==> config.mk <==
export PLATFORM = sky130hd
export DESIGN_NAME = axi4_lite_csr_master
export DESIGN_NICKNAME = d
export VERILOG_FILES = /design/src/rtl/axi4_lite_csr_master_pkg.sv /design/src/rtl/axi4_lite_csr_master.sv
export SDC_FILE = /design/constraint.sdc
export NUM_CORES = 1
export LEC_CHECK = 0
export ABC_AREA = 1
export CAP_MARGIN = 30
export CORE_ASPECT_RATIO = 1.4
export CORE_UTILIZATION = 40
export DETAILED_ROUTE_END_ITERATION = 16
export PLACE_DENSITY = 0.79
export SYNTH_ARGS = -nofsm -noshare
export SYNTH_HDL_FRONTEND = slang
export SYNTH_SLANG_ARGS = --single-unit
export TNS_END_PERCENT = 20
==> constraint.sdc <==
create_clock -name clk_i -period 4.9 [get_ports clk_i]
set_clock_uncertainty 0.2 [all_clocks]
set_input_delay 0.98 -clock clk_i [delete_from_list [all_inputs] [get_ports clk_i]]
set_output_delay 0.98 -clock clk_i [all_outputs]
set_load 0.05 [all_outputs]
==> src/rtl/axi4_lite_csr_master_pkg.sv <==
// Shared types and constants for the AXI4-Lite CSR initiator.
package axi4_lite_csr_master_pkg;

  typedef enum logic [2:0] {
    IDLE    = 3'd0,
    WR_REQ  = 3'd1,
    WR_RESP = 3'd2,
    RD_REQ  = 3'd3,
    RD_RESP = 3'd4,
    RSP     = 3'd5
  } state_t;

  localparam logic [1:0] RESP_OKAY   = 2'b00;
  localparam logic [1:0] RESP_SLVERR = 2'b10;

endpackage

==> src/rtl/axi4_lite_csr_master.sv <==
// Single-outstanding AXI4-Lite initiator turning cmd requests into AW/W/B or AR/R
// transactions, with a bounded wait for B/R beats and silent draining of late beats.
module axi4_lite_csr_master
  import axi4_lite_csr_master_pkg::*;
#(
  parameter int unsigned TIMEOUT_CYCLES = 256
) (
  input  logic        clk_i,
  input  logic        rst_i,
  input  logic        cmd_valid_i,
  output logic        cmd_ready_o,
  input  logic        cmd_wr_i,
  input  logic [31:0] cmd_addr_i,
  input  logic [31:0] cmd_wdata_i,
  input  logic [3:0]  cmd_wstrb_i,
  output logic        rsp_valid_o,
  input  logic        rsp_ready_i,
  output logic [31:0] rsp_rdata_o,
  output logic [1:0]  rsp_resp_o,
  output logic        rsp_timeout_o,
  output logic [31:0] csr_awaddr,
  output logic [2:0]  csr_awprot,
  output logic        csr_awvalid,
  input  logic        csr_awready,
  output logic [31:0] csr_wdata,
  output logic [3:0]  csr_wstrb,
  output logic        csr_wvalid,
  input  logic        csr_wready,
  input  logic [1:0]  csr_bresp,
  input  logic        csr_bvalid,
  output logic        csr_bready,
  output logic [31:0] csr_araddr,
  output logic [2:0]  csr_arprot,
  output logic        csr_arvalid,
  input  logic        csr_arready,
  input  logic [31:0] csr_rdata,
  input  logic [1:0]  csr_rresp,
  input  logic        csr_rvalid,
  output logic        csr_rready
);

  localparam logic [15:0] TO_LAST = 16'(TIMEOUT_CYCLES - 1);

  state_t      state_q, state_n;
  logic [31:0] addr_q, addr_n;
  logic [31:0] wdata_q, wdata_n;
  logic [3:0]  wstrb_q, wstrb_n;
  logic        awvalid_q, awvalid_n;
  logic        wvalid_q, wvalid_n;
  logic        arvalid_q, arvalid_n;
  logic        bready_q, bready_n;
  logic        rready_q, rready_n;
  logic [15:0] cnt_q, cnt_n;
  logic        orphan_b_q, orphan_b_n;
  logic        orphan_r_q, orphan_r_n;
  logic        rsp_valid_q, rsp_valid_n;
  logic [31:0] rsp_rdata_q, rsp_rdata_n;
  logic [1:0]  rsp_resp_q, rsp_resp_n;
  logic        rsp_timeout_q, rsp_timeout_n;

  assign cmd_ready_o   = (state_q == IDLE) && !orphan_b_q && !orphan_r_q;

  assign csr_awaddr    = addr_q;
  assign csr_araddr    = addr_q;
  assign csr_wdata     = wdata_q;
  assign csr_wstrb     = wstrb_q;
  assign csr_awprot    = 3'b000;
  assign csr_arprot    = 3'b000;
  assign csr_awvalid   = awvalid_q;
  assign csr_wvalid    = wvalid_q;
  assign csr_arvalid   = arvalid_q;
  assign csr_bready    = bready_q;
  assign csr_rready    = rready_q;

  assign rsp_valid_o   = rsp_valid_q;
  assign rsp_rdata_o   = rsp_rdata_q;
  assign rsp_resp_o    = rsp_resp_q;
  assign rsp_timeout_o = rsp_timeout_q;

  always_comb begin
    state_n       = state_q;
    addr_n        = addr_q;
    wdata_n       = wdata_q;
    wstrb_n       = wstrb_q;
    awvalid_n     = awvalid_q;
    wvalid_n      = wvalid_q;
    arvalid_n     = arvalid_q;
    bready_n      = bready_q;
    rready_n      = rready_q;
    cnt_n         = cnt_q;
    orphan_b_n    = orphan_b_q;
    orphan_r_n    = orphan_r_q;
    rsp_valid_n   = rsp_valid_q;
    rsp_rdata_n   = rsp_rdata_q;
    rsp_resp_n    = rsp_resp_q;
    rsp_timeout_n = rsp_timeout_q;

    // A beat belonging to a timed-out transaction is swallowed without a response.
    if (orphan_b_q && bready_q && csr_bvalid) begin
      orphan_b_n = 1'b0;
      bready_n   = 1'b0;
    end
    if (orphan_r_q && rready_q && csr_rvalid) begin
      orphan_r_n = 1'b0;
      rready_n   = 1'b0;
    end

    case (state_q)
      IDLE: begin
        if (cmd_valid_i && cmd_ready_o) begin
          addr_n  = cmd_addr_i;
          wdata_n = cmd_wdata_i;
          wstrb_n = cmd_wstrb_i;
          if (cmd_wr_i) begin
            awvalid_n = 1'b1;
            wvalid_n  = 1'b1;
            state_n   = WR_REQ;
          end else begin
            arvalid_n = 1'b1;
            state_n   = RD_REQ;
          end
        end
      end

      WR_REQ: begin
        if (awvalid_q && csr_awready) awvalid_n = 1'b0;
        if (wvalid_q && csr_wready)   wvalid_n  = 1'b0;
        if (!awvalid_n && !wvalid_n) begin
          bready_n = 1'b1;
          cnt_n    = '0;
          state_n  = WR_RESP;
        end
      end

      WR_RESP: begin
        // A handshake on the expiry cycle still completes normally.
        if (bready_q && csr_bvalid) begin
          bready_n      = 1'b0;
          rsp_valid_n   = 1'b1;
          rsp_rdata_n   = '0;
          rsp_resp_n    = csr_bresp;
          rsp_timeout_n = 1'b0;
          state_n       = RSP;
        end else if (cnt_q == TO_LAST) begin
          orphan_b_n    = 1'b1;
          rsp_valid_n   = 1'b1;
          rsp_rdata_n   = '0;
          rsp_resp_n    = RESP_SLVERR;
          rsp_timeout_n = 1'b1;
          state_n       = RSP;
        end else begin
          cnt_n = cnt_q + 16'd1;
        end
      end

      RD_REQ: begin
        if (arvalid_q && csr_arready) begin
          arvalid_n = 1'b0;
          rready_n  = 1'b1;
          cnt_n     = '0;
          state_n   = RD_RESP;
        end
      end

      RD_RESP: begin
        if (rready_q && csr_rvalid) begin
          rready_n      = 1'b0;
          rsp_valid_n   = 1'b1;
          rsp_rdata_n   = csr_rdata;
          rsp_resp_n    = csr_rresp;
          rsp_timeout_n = 1'b0;
          state_n       = RSP;
        end else if (cnt_q == TO_LAST) begin
          orphan_r_n    = 1'b1;
          rsp_valid_n   = 1'b1;
          rsp_rdata_n   = '0;
          rsp_resp_n    = RESP_SLVERR;
          rsp_timeout_n = 1'b1;
          state_n       = RSP;
        end else begin
          cnt_n = cnt_q + 16'd1;
        end
      end

      RSP: begin
        if (rsp_ready_i) begin
          rsp_valid_n = 1'b0;
          state_n     = IDLE;
        end
      end

      default: state_n = IDLE;
    endcase
  end

  always_ff @(posedge clk_i or posedge rst_i) begin
    if (rst_i) begin
      state_q       <= IDLE;
      addr_q        <= '0;
      wdata_q       <= '0;
      wstrb_q       <= '0;
      awvalid_q     <= 1'b0;
      wvalid_q      <= 1'b0;
      arvalid_q     <= 1'b0;
      bready_q      <= 1'b0;
      rready_q      <= 1'b0;
      cnt_q         <= '0;
      orphan_b_q    <= 1'b0;
      orphan_r_q    <= 1'b0;
      rsp_valid_q   <= 1'b0;
      rsp_rdata_q   <= '0;
      rsp_resp_q    <= RESP_OKAY;
      rsp_timeout_q <= 1'b0;
    end else begin
      state_q       <= state_n;
      addr_q        <= addr_n;
      wdata_q       <= wdata_n;
      wstrb_q       <= wstrb_n;
      awvalid_q     <= awvalid_n;
      wvalid_q      <= wvalid_n;
      arvalid_q     <= arvalid_n;
      bready_q      <= bready_n;
      rready_q      <= rready_n;
      cnt_q         <= cnt_n;
      orphan_b_q    <= orphan_b_n;
      orphan_r_q    <= orphan_r_n;
      rsp_valid_q   <= rsp_valid_n;
      rsp_rdata_q   <= rsp_rdata_n;
      rsp_resp_q    <= rsp_resp_n;
      rsp_timeout_q <= rsp_timeout_n;
    end
  end

endmodule
==> results of run 1 <==
[sequential cells by signal, indices dropped and copies added (netlist names), 2 cells and up]
| name | flops |
|---|---|
| rsp_rdata_o | 32 |
| cnt_q | 16 |
| csr_wstrb | 4 |
| csr_wdata | 32 |
| state_q | 3 |
| csr_araddr | 32 |
| rsp_resp_o | 2 |
[power breakdown]
| group | switching [mW] | internal (mW) | total [mW] |
|---|---|---|---|
| sequential | 0 | 1.07 | 1.07 |
| clock | 0.494 | 0.822 | 1.32 |
| combinational | 0.0472 | 0.0830 | 0.130 |
[worst max-delay path, cell delays in order, from the launching register on]
cell,delay (ns)
dfrtp_1,0.47
nor2_4,0.22
nand2_2,0.10
nor3_4,0.15
clkdlybuf4s50_1,0.85
[routing by layer]
| layer | up-vias | routed length [um] |
|---|---|---|
| met5 | - | 0 |
| met4 | 0 | 492 |
| met3 | 35 | 856 |
| met2 | 168 | 8570 |
| met1 | 2549 | 6580 |
| li1 | 2689 | - |
[area by class of cell]
type | instances | area share (%)
Tap cell | 189 | 2.60
Clock inverter | 13 | 1.93
Clock buffer | 18 | 4.83
Timing Repair Buffer | 262 | 29.0
Sequential cell | 130 | 35.8
Inverter | 30 | 1.27
Multi-Input combinational cell | 525 | 24.5
[kinds of logic (layout without fill, tap and decap cells)]
| group | Yosys count | after routing | synth area share, % |
|---|---|---|---|
| XOR/XNOR | 7 | 7 | 1.02 |
| other | 1 | 6 | 0.0625 |
| adder cells (fa/ha/maj) | 1 | 1 | 0.208 |
| AO/OA/AOI/OAI | 24 | 24 | 2.42 |
| flip-flops | 130 | 130 | 54.2 |
| buffers and inverters | 94 | 323 | 8.95 |
| AND/OR/NAND/NOR | 487 | 487 | 33.1 |
[cell usage in the layout, fill, tap and decap left out, types with 3 or more instances in the layout]
cell type	count
a21oi_1	5
buf_4	5
bufinv_16	3
clkbuf_16	17
clkdlybuf4s50_1	255
clkinv_4	3
conb_1	6
dfrtp_1	130
inv_1	27
inv_6	5
nand2_1	377
nand2_2	4
nand3_1	42
nand3_2	4
nand4_1	3
nor2_1	44
nor2_2	3
nor2_4	3
o21ai_0	7
o21bai_1	3
xnor2_1	3
xor2_1	4
[through the flow]
| step | cell area, sq um | hold slack [ns] | util, % | worst slack (ns) |
|---|---|---|---|---|
| finish | 9090 | 0.276 | 62.3 | 1.52 |
| floorplan | 6020 | 0.293 | - | 0.251 |
| CTS | 9060 | 0.281 | 62.2 | 1.50 |
| global route | 9090 | 0.292 | 62.3 | 1.42 |
| detailed placement | 8440 | 0.264 | 57.9 | 1.70 |
| global placement | 8440 | 0.261 | 57.9 | 1.78 |
[worst max-delay path by stage]
stage / from / to / slack [ns]
final: state_q[1] / cmd_ready_o / 1.52
after global routing: state_q[1] / cmd_ready_o / 1.42
after CTS: state_q[1] / cmd_ready_o / 1.50
after detailed placement: csr_rvalid / rsp_rdata_o[13] / 1.70
after global placement: csr_rvalid / rsp_rdata_o[19] / 1.78
after floorplan: rst_i / cnt_q[0] / 0.25
==> flow_metrics.tcl, run 1 <==
set metrics [dict create \
    status "complete, no violations" \
    wire_per_inst_um 14.1 \
    numPortBuffers 255 \
    route.detailed.drc 0 \
    place_congestion 0.856 \
    grtUsageMet2_pct 38.7 \
    crit_path_start_kind "flip-flop" \
    ys_seq_area_share_pct 54.2 \
    r2r_cells 7 \
    period_share_pct 68.9 \
    via_per_inst 4.66 \
    grt_max_degree 72 \
    gr-usage-all-layers_pct 21.9 \
    crit_fanout 6 \
    worst-setup-path-type "reg2out" \
    cts_buffer_depth 2 \
    met3_usage_pct 4.53 \
    ys_warn_count 0 \
    yosysTopAreaCell "dfrtp_1" \
    cp.arrival_ns 2.20 \
    dieArea_sq_um 15500 \
    antenna_left 0 \
    postCtsSetupBuffers 0 \
    drtIter0Drc 309 \
    area_delta_synth_final_pct 51.4 \
    synth_edf_count 0 \
    power.static_leakage_nw 4.48 \
    maxCapViolations 0 \
    multi_input_area_sq_um 2230 \
    worst_slew_pin_slew_ns 0.934 \
    cts_buffers 17 \
    end_kind "output pin" \
    hold_path.class "reg2reg" \
    start_util_pct 41.2 \
    busiest_layer "met2" \
    syn_area_sq_um 6000 \
    core_sq_um 14600 \
    cts_tree "done" \
    syn_avg_cell_area_sq_um 8.07 \
    htreeDepth 4 \
    synth_seq_cells 130 \
    grt_pass1_vias 5457 \
    synth_commonest_cells "nand2_1 (377), dfrtp_1 (130), nor2_1 (44)" \
    ios 262 \
    whs_path_depth 2 \
    synthFlopType "dfrtp_1" \
    dp_hpwl_mm 11.8 \
    synthTopCellsByArea "dfrtp_1 (54%), nand2_1 (24%), buf_4 (5.1%)" \
    via_count 5441 \
    slew_headroom_pct 37.7 \
    place_inst 1135 \
    globalRouteMet1Util_pct 25.8 \
    min-delay-start "csr_wstrb[2]" \
    worstPathRequired_ns 3.72 \
    power_mw 2.52 \
    grt_pass1_wl_mm 26.9 \
    holdPathEnd "csr_wstrb[2]" \
    synth_most_common_cell "nand2_1" \
    syn_inst 744 \
    fmax_ghz 0.296 \
    firstDrtPassIters 4 \
    drive_gt1_share_pct 6.03 \
    cts_root_buffer "clkbuf_16" \
    synth_top_area_share_pct 54.2 \
    r2r_slack_ns 2.25 \
    cts_resized 0 \
    rsz0062_at_grt "false" \
    rr_endpoint "cnt_q[3]" \
    period_minus_slack_ns 3.38 \
    nets 1081 \
    antenna_found_initial 0 \
    vdd_ir_drop_max_mv 0.225 \
    insertion_delay_ns 0.40 \
    setup_violations 0 \
    die_h_um 147 \
    nFillCells 1248 \
    stdcell_count 1167 \
    diodes 0 \
    cts_num_sinks 130 \
    clk_pin_slew_worst_paths_ns 0.06 \
    synthArstFlopShare_pct 100 \
    power.density_nw_per_um2 277 \
    r2r_start "cnt_q[0]" \
    grt_overflow 0 \
    die_w_um 106 \
    rows 52 \
    drv_slew 0 \
    cts_hold_buf 0 \
    fin_tns_setup_ns 0 \
    regArea_sq_um 3250 \
    final_hold_viol_count 0 \
    totalWireLength_mm 16.5 \
    synth_cell_type_count 35 \
]
No activity file was read; power rests on OpenSTA's default activity.
==> run 2, diff against run 1 <==
Settings changed: CORE_UTILIZATION 40 to 38, PLACE_DENSITY 0.79 to 0.78.
Clock period 4.9 ns to 2.95 ns, I/O delays scaled along.
==> flow_metrics.tcl, run 2 (synthesis gave the netlist of run 1 again) <==
set metrics [dict create \
    path_cells "nor2_4 > nand2_2 > nor3_4 > dlygate4sd2_1" \
    drtIter0Drc 302 \
    antenna_found_initial 0 \
    wl_met1_mm 6.86 \
    period_minus_slack_ns 2.70 \
    worst_slew_pin_slew_ns 0.706 \
    cts_buffers 17 \
    drive_gt1_share_pct 6.41 \
    cts_hold_buf 0 \
    htreeDepth 4 \
    cp-startpoint "state_q[1]" \
    slew_headroom_pct 52.8 \
    grt_pass1_vias 5106 \
    cts_resized 1 \
    r2r_slack_ns 0.78 \
    power.static_leakage_nw 4.50 \
    period_share_pct 91.4 \
    area_delta_synth_final_pct 52.3 \
    cp.arrival_ns 1.91 \
    holdPathEnd "csr_wdata[22]" \
    nets 1085 \
    cts_buffer_depth 2 \
    core_sq_um 15500 \
    dieArea_sq_um 16300 \
    route.detailed.drc 0 \
    crit_fanout 6 \
    maxCapViolations 0 \
    firstDrtPassIters 4 \
    dp_hpwl_mm 12.0 \
    crit_path_start_kind "flip-flop" \
    min-delay-start "csr_wdata[22]" \
    rr_endpoint "cnt_q[6]" \
    power.density_nw_per_um2 447 \
    hold_path.class "reg2reg" \
    final_hold_viol_count 0 \
    totalWireLength_mm 16.4 \
    drv_slew 0 \
    antenna_left 0 \
    route.top_layer_used "met4" \
    postCtsSetupBuffers 0 \
    numPortBuffers 255 \
    die_h_um 151 \
    via_per_inst 4.63 \
    r2r_cells 7 \
    die_w_um 108 \
    cts_tree "done" \
    fin_tns_setup_ns 0 \
    worst-setup-path-type "reg2out" \
    grt_pass1_wl_mm 25.5 \
    setup_violations 0 \
    gr-usage-all-layers_pct 20.3 \
    fmax_ghz 0.371 \
    vdd_ir_drop_max_mv 0.352 \
    r2r_start "cnt_q[0]" \
    worstPathRequired_ns 2.16 \
    cpLargestDelayFamily "buffers and inverters" \
    slowest_stage "dlygate4sd2_1" \
    cts_num_sinks 130 \
    wire_per_inst_um 13.9 \
    layout_common_cells "nand2_1 (377), clkdlybuf4s50_1 (254), dfrtp_1 (130)" \
    nFillCells 1403 \
    cts_root_buffer "clkbuf_16" \
    rsz0062_at_grt "false" \
    diodes 0 \
    grt_overflow 0 \
    wl_met3_um 779 \
    ios 262 \
    grt_max_degree 69 \
    timing.hold.ws_ns 0.275 \
    worst-path-stages 4 \
    insertion_delay_ns 0.41 \
    start_util_pct 38.6 \
    path_buf_inv 1 \
    via_count 5463 \
    place_congestion 0.834 \
    route.met2.wl_mm 8.35 \
    slowest_delay_ns 0.57 \
    whs_path_depth 2 \
    layout_commonest_cell "nand2_1" \
    rows 54 \
    end_kind "output pin" \
    clk_pin_slew_worst_paths_ns 0.06 \
    status "complete, no violations" \
]
[run 2: layer usage]
layer  up-vias  track usage (%)
met5         -                0
li1       2708                -
met4         0             8.01
met2       171             33.7
met3        32             5.06
met1      2552             25.1
[run 2: layout make-up]
class                           count  area [sq um]  area share, %
Multi-Input combinational cell    525          2230           24.4
Clock buffer                       19           443           4.85
Sequential cell                   130          3250           35.6
Tap cell                          196           245           2.68
Clock inverter                     13           141           1.55
Timing Repair Buffer              266          2710           29.6
Inverter                           30           116           1.27
[run 2: worst max path at each step]
stage	slack (ns)	end
after floorplan	0.55	cnt_q[0]
after global placement	0.43	cmd_ready_o
after detailed placement	0.40	cmd_ready_o
after CTS	0.23	cmd_ready_o
after global routing	0.16	cmd_ready_o
final	0.25	cmd_ready_o
[run 2: worst register-to-register path: stages, from the launching register on]
cell and delay, ns:
dfrtp_1 0.42, ha_1 0.23, nand3_2 0.16, nor2_2 0.24
nand3_2 0.30, nand3_2 0.38, nand2_1 0.11, nand2_1 0.08
[run 2: power breakdown]
part	leakage [nW]	switching (mW)	internal, mW
combinational	2.43	0.0790	0.144
sequential	1.79	0	1.78
clock	0.285	0.864	1.22
[run 2: stage by stage]
step           power, mW  util (%)  instances  setup slack [ns]  cell area, sq um
2_1_floorplan       1.87         -        749             0.551              6020
3_3_place_gp        2.04      55.0       1147             0.433              8550
3_5_place_dp        2.04      55.0       1147             0.402              8550
4_1_cts             4.13      58.8       1179             0.234              9140
5_1_grt             4.24      58.8       1179             0.162              9140
6_report            4.09      58.8       1179             0.253              9140
